[config.mk]
export PLATFORM = sky130hd
export DESIGN_NAME = uart_rx
export DESIGN_NICKNAME = d
export VERILOG_FILES = /design/src/rtl/uart_pkg.sv /design/src/rtl/sync_2ff.sv /design/src/rtl/uart_rx.sv
export SDC_FILE = /design/constraint.sdc
export NUM_CORES = 1
export LEC_CHECK = 0
export BUFFER_PORTS_ARGS = -buffer_cell sky130_fd_sc_hd__buf_2
export CAP_MARGIN = 20
export CORE_ASPECT_RATIO = 0.75
export CORE_MARGIN = 5
export CORE_UTILIZATION = 59
export DETAILED_ROUTE_END_ITERATION = 16
export HOLD_SLACK_MARGIN = 0.15
export PLACE_DENSITY_LB_ADDON = 0.05
export SYNTH_ARGS = -nofsm -noshare
export SYNTH_HDL_FRONTEND = slang
export SYNTH_SLANG_ARGS = --single-unit
[constraint.sdc]
create_clock -name clk -period 2.5 [get_ports clk]
set_input_delay 0.5 -clock clk [delete_from_list [all_inputs] [get_ports clk]]
set_output_delay 0.5 -clock clk [all_outputs]
set_load 0.05 [all_outputs]
[src/rtl/uart_pkg.sv]
`default_nettype none
// ============================================================================
//  Module   : uart_pkg
//  Desc     : Types and constants shared by the UART transmit and receive
//             engines.
//  Revision : 1.0 - initial release
// ============================================================================
package uart_pkg;

    // 50 MHz system clock / 115200 baud.
    localparam int unsigned c_CLKS_PER_BIT = 434;

    // Receive engine states.
    typedef enum logic [2:0] {
        IDLE   = 3'd0,
        START  = 3'd1,
        DATA   = 3'd2,
        PARITY = 3'd3,
        STOP   = 3'd4
    } rx_state_t;

endpackage : uart_pkg
`default_nettype wire

[src/rtl/sync_2ff.sv]
`default_nettype none
// ============================================================================
//  Module   : sync_2ff
//  Desc     : Double-flop synchronizer for asynchronous inputs, with a
//             configurable reset value so idle-high lines stay idle in reset.
//  Revision : 1.0 - initial release
// ============================================================================
module sync_2ff #(
    parameter int unsigned      WIDTH   = 1,
    parameter logic [WIDTH-1:0] RST_VAL = '0
) (
    input  logic             clk,
    input  logic             rst_n,
    input  logic [WIDTH-1:0] i_d,
    output logic [WIDTH-1:0] o_q
);

    logic [WIDTH-1:0] meta_q, meta_d;
    logic [WIDTH-1:0] sync_q, sync_d;

    // Next values: each stage simply takes the previous one.
    always_comb begin
        meta_d = i_d;
        sync_d = meta_q;
    end

    // Synchronizer flops, reset to the line's idle value.
    always_ff @(posedge clk or negedge rst_n) begin
        if (!rst_n) begin
            meta_q <= RST_VAL;
            sync_q <= RST_VAL;
        end else begin
            meta_q <= meta_d;
            sync_q <= sync_d;
        end
    end

    assign o_q = sync_q;

endmodule : sync_2ff
`default_nettype wire

[src/rtl/uart_rx.sv]
`default_nettype none
// ============================================================================
//  Module   : uart_rx
//  Desc     : UART receive engine. Oversamples the rx pin, detects the start
//             edge, samples every bit at mid-period and delivers the word with
//             parity and framing status on a one-cycle valid pulse.
//  Revision : 1.0 - initial release
// ============================================================================
module uart_rx
    import uart_pkg::*;
#(
    parameter int unsigned CLKS_PER_BIT = c_CLKS_PER_BIT,  // >= 4
    parameter int unsigned DATA_BITS    = 8,               // 5..9
    parameter int unsigned PARITY_EN    = 0,
    parameter int unsigned PARITY_ODD   = 0,
    parameter int unsigned STOP_BITS    = 1                // 1 or 2
) (
    input  logic                 clk,
    input  logic                 rst_n,
    input  logic                 rx,
    input  logic                 en,
    output logic [DATA_BITS-1:0] data_out,
    output logic                 valid,
    output logic                 parity_err,
    output logic                 frame_err,
    output logic                 busy
);

    localparam int unsigned CNT_W = $clog2(CLKS_PER_BIT);
    localparam int unsigned IDX_W = $clog2(DATA_BITS + 1);

    localparam logic [CNT_W-1:0] c_cnt_full = CNT_W'(CLKS_PER_BIT - 1);
    localparam logic [CNT_W-1:0] c_cnt_half = CNT_W'((CLKS_PER_BIT / 2) - 1);
    localparam logic [IDX_W-1:0] c_idx_data = IDX_W'(DATA_BITS - 1);
    localparam logic [IDX_W-1:0] c_idx_stop = IDX_W'(STOP_BITS - 1);
    localparam logic             c_par_odd  = (PARITY_ODD != 0);
    localparam rx_state_t        c_after_data = (PARITY_EN != 0) ? PARITY : STOP;

    logic w_rx_sync;
    logic w_fall;
    logic w_half_hit;
    logic w_full_hit;
    logic w_stop_low;

    rx_state_t            state_q, state_d;
    logic [CNT_W-1:0]     cnt_q, cnt_d;
    logic [IDX_W-1:0]     idx_q, idx_d;
    logic [DATA_BITS-1:0] shift_q, shift_d;
    logic                 rx_prev_q, rx_prev_d;
    logic                 par_fail_q, par_fail_d;
    logic                 stop_fail_q, stop_fail_d;
    logic [DATA_BITS-1:0] data_out_q, data_out_d;
    logic                 parity_err_q, parity_err_d;
    logic                 frame_err_q, frame_err_d;
    logic                 valid_q, valid_d;

    sync_2ff #(
        .WIDTH   (1),
        .RST_VAL (1'b1)
    ) u_sync_rx (
        .clk   (clk),
        .rst_n (rst_n),
        .i_d   (rx),
        .o_q   (w_rx_sync)
    );

    // A start edge is a high-to-low transition of the synchronized line;
    // a line held low (break) therefore never re-triggers until it rises.
    assign w_fall     = rx_prev_q & ~w_rx_sync;
    assign w_half_hit = (cnt_q == c_cnt_half);
    assign w_full_hit = (cnt_q == c_cnt_full);
    assign w_stop_low = stop_fail_q | ~w_rx_sync;

    // Next-state, bit timing, shift register and result capture.
    always_comb begin
        state_d      = state_q;
        cnt_d        = cnt_q;
        idx_d        = idx_q;
        shift_d      = shift_q;
        rx_prev_d    = w_rx_sync;
        par_fail_d   = par_fail_q;
        stop_fail_d  = stop_fail_q;
        data_out_d   = data_out_q;
        parity_err_d = parity_err_q;
        frame_err_d  = frame_err_q;
        valid_d      = 1'b0;

        if (!en) begin
            // Abandon any frame in flight; delivered results stay put.
            state_d = IDLE;
            cnt_d   = '0;
            idx_d   = '0;
        end else begin
            case (state_q)
                IDLE: begin
                    cnt_d = '0;
                    idx_d = '0;
                    if (w_fall) begin
                        state_d     = START;
                        par_fail_d  = 1'b0;
                        stop_fail_d = 1'b0;
                    end
                end
                START: begin
                    if (w_half_hit) begin
                        cnt_d = '0;
                        // A line already back high mid start bit is a glitch.
                        state_d = w_rx_sync ? IDLE : DATA;
                    end else begin
                        cnt_d = cnt_q + CNT_W'(1);
                    end
                end
                DATA: begin
                    if (w_full_hit) begin
                        cnt_d   = '0;
                        shift_d = {w_rx_sync, shift_q[DATA_BITS-1:1]};
                        if (idx_q == c_idx_data) begin
                            idx_d   = '0;
                            state_d = c_after_data;
                        end else begin
                            idx_d = idx_q + IDX_W'(1);
                        end
                    end else begin
                        cnt_d = cnt_q + CNT_W'(1);
                    end
                end
                PARITY: begin
                    if (w_full_hit) begin
                        cnt_d      = '0;
                        par_fail_d = (^shift_q) ^ w_rx_sync ^ c_par_odd;
                        state_d    = STOP;
                    end else begin
                        cnt_d = cnt_q + CNT_W'(1);
                    end
                end
                STOP: begin
                    if (w_full_hit) begin
                        cnt_d       = '0;
                        stop_fail_d = w_stop_low;
                        if (idx_q == c_idx_stop) begin
                            // Leave at mid stop bit so the next start edge is caught.
                            idx_d        = '0;
                            state_d      = IDLE;
                            data_out_d   = shift_q;
                            parity_err_d = par_fail_q;
                            frame_err_d  = w_stop_low;
                            valid_d      = 1'b1;
                        end else begin
                            idx_d = idx_q + IDX_W'(1);
                        end
                    end else begin
                        cnt_d = cnt_q + CNT_W'(1);
                    end
                end
                default: begin
                    state_d = IDLE;
                    cnt_d   = '0;
                    idx_d   = '0;
                end
            endcase
        end
    end

    // State and datapath registers.
    always_ff @(posedge clk or negedge rst_n) begin
        if (!rst_n) begin
            state_q      <= IDLE;
            cnt_q        <= '0;
            idx_q        <= '0;
            shift_q      <= '0;
            rx_prev_q    <= 1'b1;
            par_fail_q   <= 1'b0;
            stop_fail_q  <= 1'b0;
            data_out_q   <= '0;
            parity_err_q <= 1'b0;
            frame_err_q  <= 1'b0;
            valid_q      <= 1'b0;
        end else begin
            state_q      <= state_d;
            cnt_q        <= cnt_d;
            idx_q        <= idx_d;
            shift_q      <= shift_d;
            rx_prev_q    <= rx_prev_d;
            par_fail_q   <= par_fail_d;
            stop_fail_q  <= stop_fail_d;
            data_out_q   <= data_out_d;
            parity_err_q <= parity_err_d;
            frame_err_q  <= frame_err_d;
            valid_q      <= valid_d;
        end
    end

    assign data_out   = data_out_q;
    assign valid      = valid_q;
    assign parity_err = parity_err_q;
    assign frame_err  = frame_err_q;
    assign busy       = (state_q != IDLE);

endmodule : uart_rx
`default_nettype wire

Word level (Yosys, flattened, before mapping)
Index checks and enable logic that the tools add are counted.

Bitwise gates (word level): 4. $add $sub $neg: 2. Eq/ne operators: 18. Reductions and logical operators: 14. Multiplexer cells: 29.

Operators by type and width (count): 2-to-1 mux 9 bit (3); 2-to-1 mux 3 bit (8); inequality test 3 bit, second input constant (7); 2-to-1 mux 4 bit (5); one-hot mux 9 bit (2 select lines) (1); one-hot mux 3 bit (5 select lines) (1); one-hot mux 4 bit (3 select lines) (1); AND reduction 4 bit (3); adder 9 x 1 -> 9 bit, second input constant (1); == test 9 x 8 -> 1 bit, second input constant (1); == test 9 bit, second input constant (1); inequality test 2 bit, second input constant (4); XOR reduction 8 bit (1); 2-to-1 mux 1 bit (7); AND reduction 7 bit (1); == test 3 x 2 -> 1 bit, second input constant (2); AND reduction 3 bit (2); adder 4 x 1 -> 4 bit, second input constant (1); == test 4 x 3 -> 1 bit, second input constant (1); zero test 4 bit (1); one-hot mux 1 bit (2 select lines) (2); nonzero test 2 bit (2); == test 3 x 1 -> 1 bit, second input constant (1); == test 3 bit, second input constant (1); other kinds (9) (9).

Input port bits: 4. Word-level logic and storage cells: 80. Register bits: 40.

Depth between registers and ports, before layout
Word-level depth: 5. Gate-level depth with buffers: 9.

By module
From an unflattened synthesis, not the netlist that was laid out.

Cells, all modules: 176. Area, all modules: 2057.0 µm².

Modules (own cells, without submodules): uart_rx (times used 1, cells each 174, area an instance 2004.4 µm²); sync_2ff (times used 1, cells each 2, area an instance 52.6 µm²).

Worst setup path before layout
Ideal clock, no wire load.

Path kind: register to register. Start: register cnt_q[1]. End: register data_out_q[1] (netlist: data_out[1]). Arrival time: 1.882 ns. Data required time: 2.375 ns. Cell stages (with the launch flop): 10. Setup time: 0.125 ns. Period minus slack after synthesis: 2.006 ns. Buffers on the path: 2. Slack: 0.494 ns. Cells stage by stage: dfrtp_1 -> inv_1 -> ha_1 -> and4bb_1 -> and3_2 -> buf_4 -> nand2_1 -> nor3_2 -> buf_4 -> mux2_2.

Cells in the longest elaborated chain, start to end: 2.

RTL lines: from (decl) (RTL line uart_rx.sv:46) `logic [CNT_W-1:0] cnt_q, cnt_d;`; from (signal assigned) (RTL line uart_rx.sv:180) `cnt_q <= cnt_d;`; == test 9 bit (RTL line uart_rx.sv:71) `assign w_full_hit = (cnt_q == c_cnt_full);`; AND reduction 4 bit (no source line); to (signal assigned) (RTL line uart_rx.sv:186) `data_out_q <= data_out_d;`; to (decl) (RTL line uart_rx.sv:52) `logic [DATA_BITS-1:0] data_out_q, data_out_d;`.

No other way between the ends. A chain may end at the register's enable or synchronous reset.

Worst setup path after layout
Start: register cnt_q[1]. End: register data_out_q[5] (netlist: data_out[5]).

Same word-level chain as after synthesis.

==> results.toml <==
[outcome]
run_status = "complete, no violations"

[worst_setup_path]
critical_path_required_ns = 2.67
worst_path_max_delay_cell = "sky130_fd_sc_hd__dfrtp_1"
crit_chain = "inv_1, ha_1, and4bb_1, and3_2, nand2_1, nor3_2, buf_4, mux2_2"
worst_setup_path_end_kind = "flip-flop"
cp_bufs_invs = 2
critical_path_arrival_ns = 2.29
timing.critical_path.fanout_max = 11
r2r_slack_ns = 0.37
worstRegToRegCells = 8
timing.critical_path.slowest_cell_delay_ns = 0.40
critPathKind = "reg2reg"
worst_path_dominant_cell_family = "simple AND/OR/NAND/NOR gates"
worst_r2r_endpoint = "data_out[5]"
startpoint_type = "flip-flop"
crit-reg2reg-launch = "cnt_q[1]"

[detailed_routing]
dr.pass1.iters = 4
wl_mm = 3.69
avgViaCountPerCell = 5.74
avgRoutedWirePerCell_um = 15.6
detail_route.drc_violations = 0
vias = 1361
drt_iter0_drc = 41
ant_nets = 0

[min_path]
hold_path.class = "in2reg"
min_path_cells = 1
min-delay-start = "rx"
holdPathEnd = "u_sync_rx.meta_q"

[timing]
finalWorstSetupSlack_ns = 0.374
maxSlewViolCount = 0
timing_hold_violations_final = 0
final.hold.worst_slack_ns = 0.315
min_period_ns = 2.13
slew_headroom_pct = 43.0
rsz0062_at_grt = "no"
final-setup-viol-count = 0
worst_clock_skew_ns = 0.00891
setup_tns_ns = 0
timing.final.crit_share_pct = 85.0
worst_slew_pin_slew_ns = 0.855
max_freq_mhz = 470

[clock_network]
post-cts-setup-buffers = 0
cts.clk_slew.worst_paths_ns = 0.07
clock_sink_count = 40
number_of_hold_buffers_added_after_cts = 0
clock_tree.htree_level_count = 2
cts_resized = 0
clock_latency_reported_for_the_late_side_of_the_worst_skew_pair_ns = 0.28
clk_buf_depth = 2
clock_tree.root_cell = "sky130_fd_sc_hd__clkbuf_8"
numCtsBuffers = 5
cts_tree = "built"

[global_route]
vias_in_the_first_global_route = 1393
first_pass_grt_wire_length_mm = 6.49
antenna_found_initial = 0
grt.overflow.total = 0
track_usage_pct = 17.1
grt_start_max_net_pins = 41

[die]
die_width_um = 78.1
core-area_um2 = 3310
boundaryPins = 16
num_rows = 18
die_h_um = 61.1
dieArea_um2 = 4770
floorplan.initialDensity_pct = 62.0

[synthesis]
postSynthAreaPerCell_um2 = 11.5
yosys_warnings = 0
synth_top_cell_by_area = "sky130_fd_sc_hd__dfrtp_1"
synth_area_um2 = 2050
synth-async-reset-ratio_pct = 100
synth-seq-cells = 40
yosys.area.top_type_share_pct = 45.1
synth_seq_area_share_pct = 49.0
prevailing_post_synth_register_cell = "sky130_fd_sc_hd__dfrtp_1"
post_synth_inst_count = 178
ys_types = 52
number_of_enable_flip_flop_cells_after_synthesis = 0
synth_top_cells_by_area = "sky130_fd_sc_hd__dfrtp_1 (45%), sky130_fd_sc_hd__mux2_4 (5.9%), sky130_fd_sc_hd__mux2_2 (5.5%)"
syn_nets = 187

[placement]
gp_congestion = 0.882
detailed_place.area_um2 = 2140
pre_cts_slack_ns = 0.389
detailed_place_hpwl_mm = 2.58
io_buf_count = 15

[finish]
antenna_cells_inserted = 0
multi_input_area_um2 = 967
fill_cells = 251
layout_commonest_cell = "sky130_fd_sc_hd__dfrtp_1"
most-common-layout-cells = "sky130_fd_sc_hd__dfrtp_1 (37), sky130_fd_sc_hd__buf_2 (15), sky130_fd_sc_hd__nor2_1 (13)"
fin_area_um2 = 2270
final_layout_size_suffix_gt1_share_pct = 29.9
num-nets-final = 205
sequential_cell_area_um2 = 1000
layout-area-overhead-vs-synth_pct = 10.5

[pwr]
vdd.ir_drop.worst_uv = 433
cellPowerDensity_nw_per_um2 = 577
power_leakage_nw = 1.08

[flow_run]
maxCapViolCount = 0
-- routing by layer --
metal  up-vias  wire length (um)  GRT usage, %
met4         0                37          3.37
met5         -                 0             0
li1        663                 -             -
met3         4               113          4.53
met1       674              1810          23.4
met2        20              1730          28.2
-- worst register-to-register path, delay by kind of cell (launching register included) --
| family | cells | cell delay (ns) |
|---|---|---|
| and+or+nand+nor | 4 | 0.81 |
| muxes | 1 | 0.35 |
| adders and majority gates | 1 | 0.14 |
| DFF | 1 | 0.40 |
| buffers and inverters | 2 | 0.32 |
-- area by class of cell --
class | instances | area share [%]
Clock inverter | 1 | 1.32
Clock buffer | 7 | 4.25
Tap cell | 40 | 2.21
Timing Repair Buffer | 18 | 4.30
Sequential cell | 40 | 44.3
Multi-Input combinational cell | 125 | 42.6
Inverter | 6 | 0.993
-- sequential cells by signal (all words and copies together) (netlist names) --
name and flops:
u_sync_rx.o_q 1, idx_q 4, rx_prev_q 1, state_q 3, u_sync_rx.meta_q 1, par_fail_q 1, data_out 8, parity_err 1
stop_fail_q 1, shift_q 8, frame_err 1, cnt_q 9, valid 1
-- cells by family (layout without fill, tap and decap cells) --
family,after synthesis,count (layout),share of synthesized area [%]
AOI/OAI and AO/OA,26,26,8.78
xor gates and xnor gates,15,15,6.40
adders and majority gates,5,5,3.05
buffers and inverters,13,32,3.90
DFF,40,40,49.0
muxes,18,18,11.3
and+or+nand+nor,61,61,17.6
-- through the flow --
stage	utilization, %	total power (W)	cells
floorplan	-	0.000726	178
global placement	64.7	0.000752	229
detailed placement	64.7	0.000755	229
CTS	68.5	0.00132	237
global route	68.5	0.00137	237
finish	68.5	0.00131	237
-- how the worst max path moves through the flow --
stage	start	end	cells after the start
after CTS	cnt_q[1]	data_out[5]	8
after global routing	cnt_q[1]	frame_err	8
after global placement	cnt_q[1]	data_out[4]	8
final	cnt_q[1]	data_out[5]	8
after floorplan	cnt_q[1]	data_out[1]	9
after detailed placement	cnt_q[1]	data_out[0]	8
-- cells in the mapped netlist (3+ instances only) --
cell	n
sky130_fd_sc_hd__nor3_1	3
sky130_fd_sc_hd__nor2_1	13
sky130_fd_sc_hd__dfrtp_1	37
sky130_fd_sc_hd__xnor2_1	9
sky130_fd_sc_hd__dfstp_2	3
sky130_fd_sc_hd__ha_1	5
sky130_fd_sc_hd__inv_1	6
sky130_fd_sc_hd__o21ai_0	5
sky130_fd_sc_hd__nor2b_1	6
sky130_fd_sc_hd__mux2_4	8
sky130_fd_sc_hd__nand3_1	4
sky130_fd_sc_hd__mux2_2	10
sky130_fd_sc_hd__nand2_1	9
sky130_fd_sc_hd__a21oi_1	6
sky130_fd_sc_hd__xor2_1	6
-- where the power goes --
group / internal, W / total (W) / switching, W
combinational: 0.0000239 / 0.0000793 / 0.0000554
sequential: 0.000655 / 0.000663 / 0.00000781
clock: 0.000352 / 0.000567 / 0.000215
Note: power is estimated with default switching activity, not from simulation.
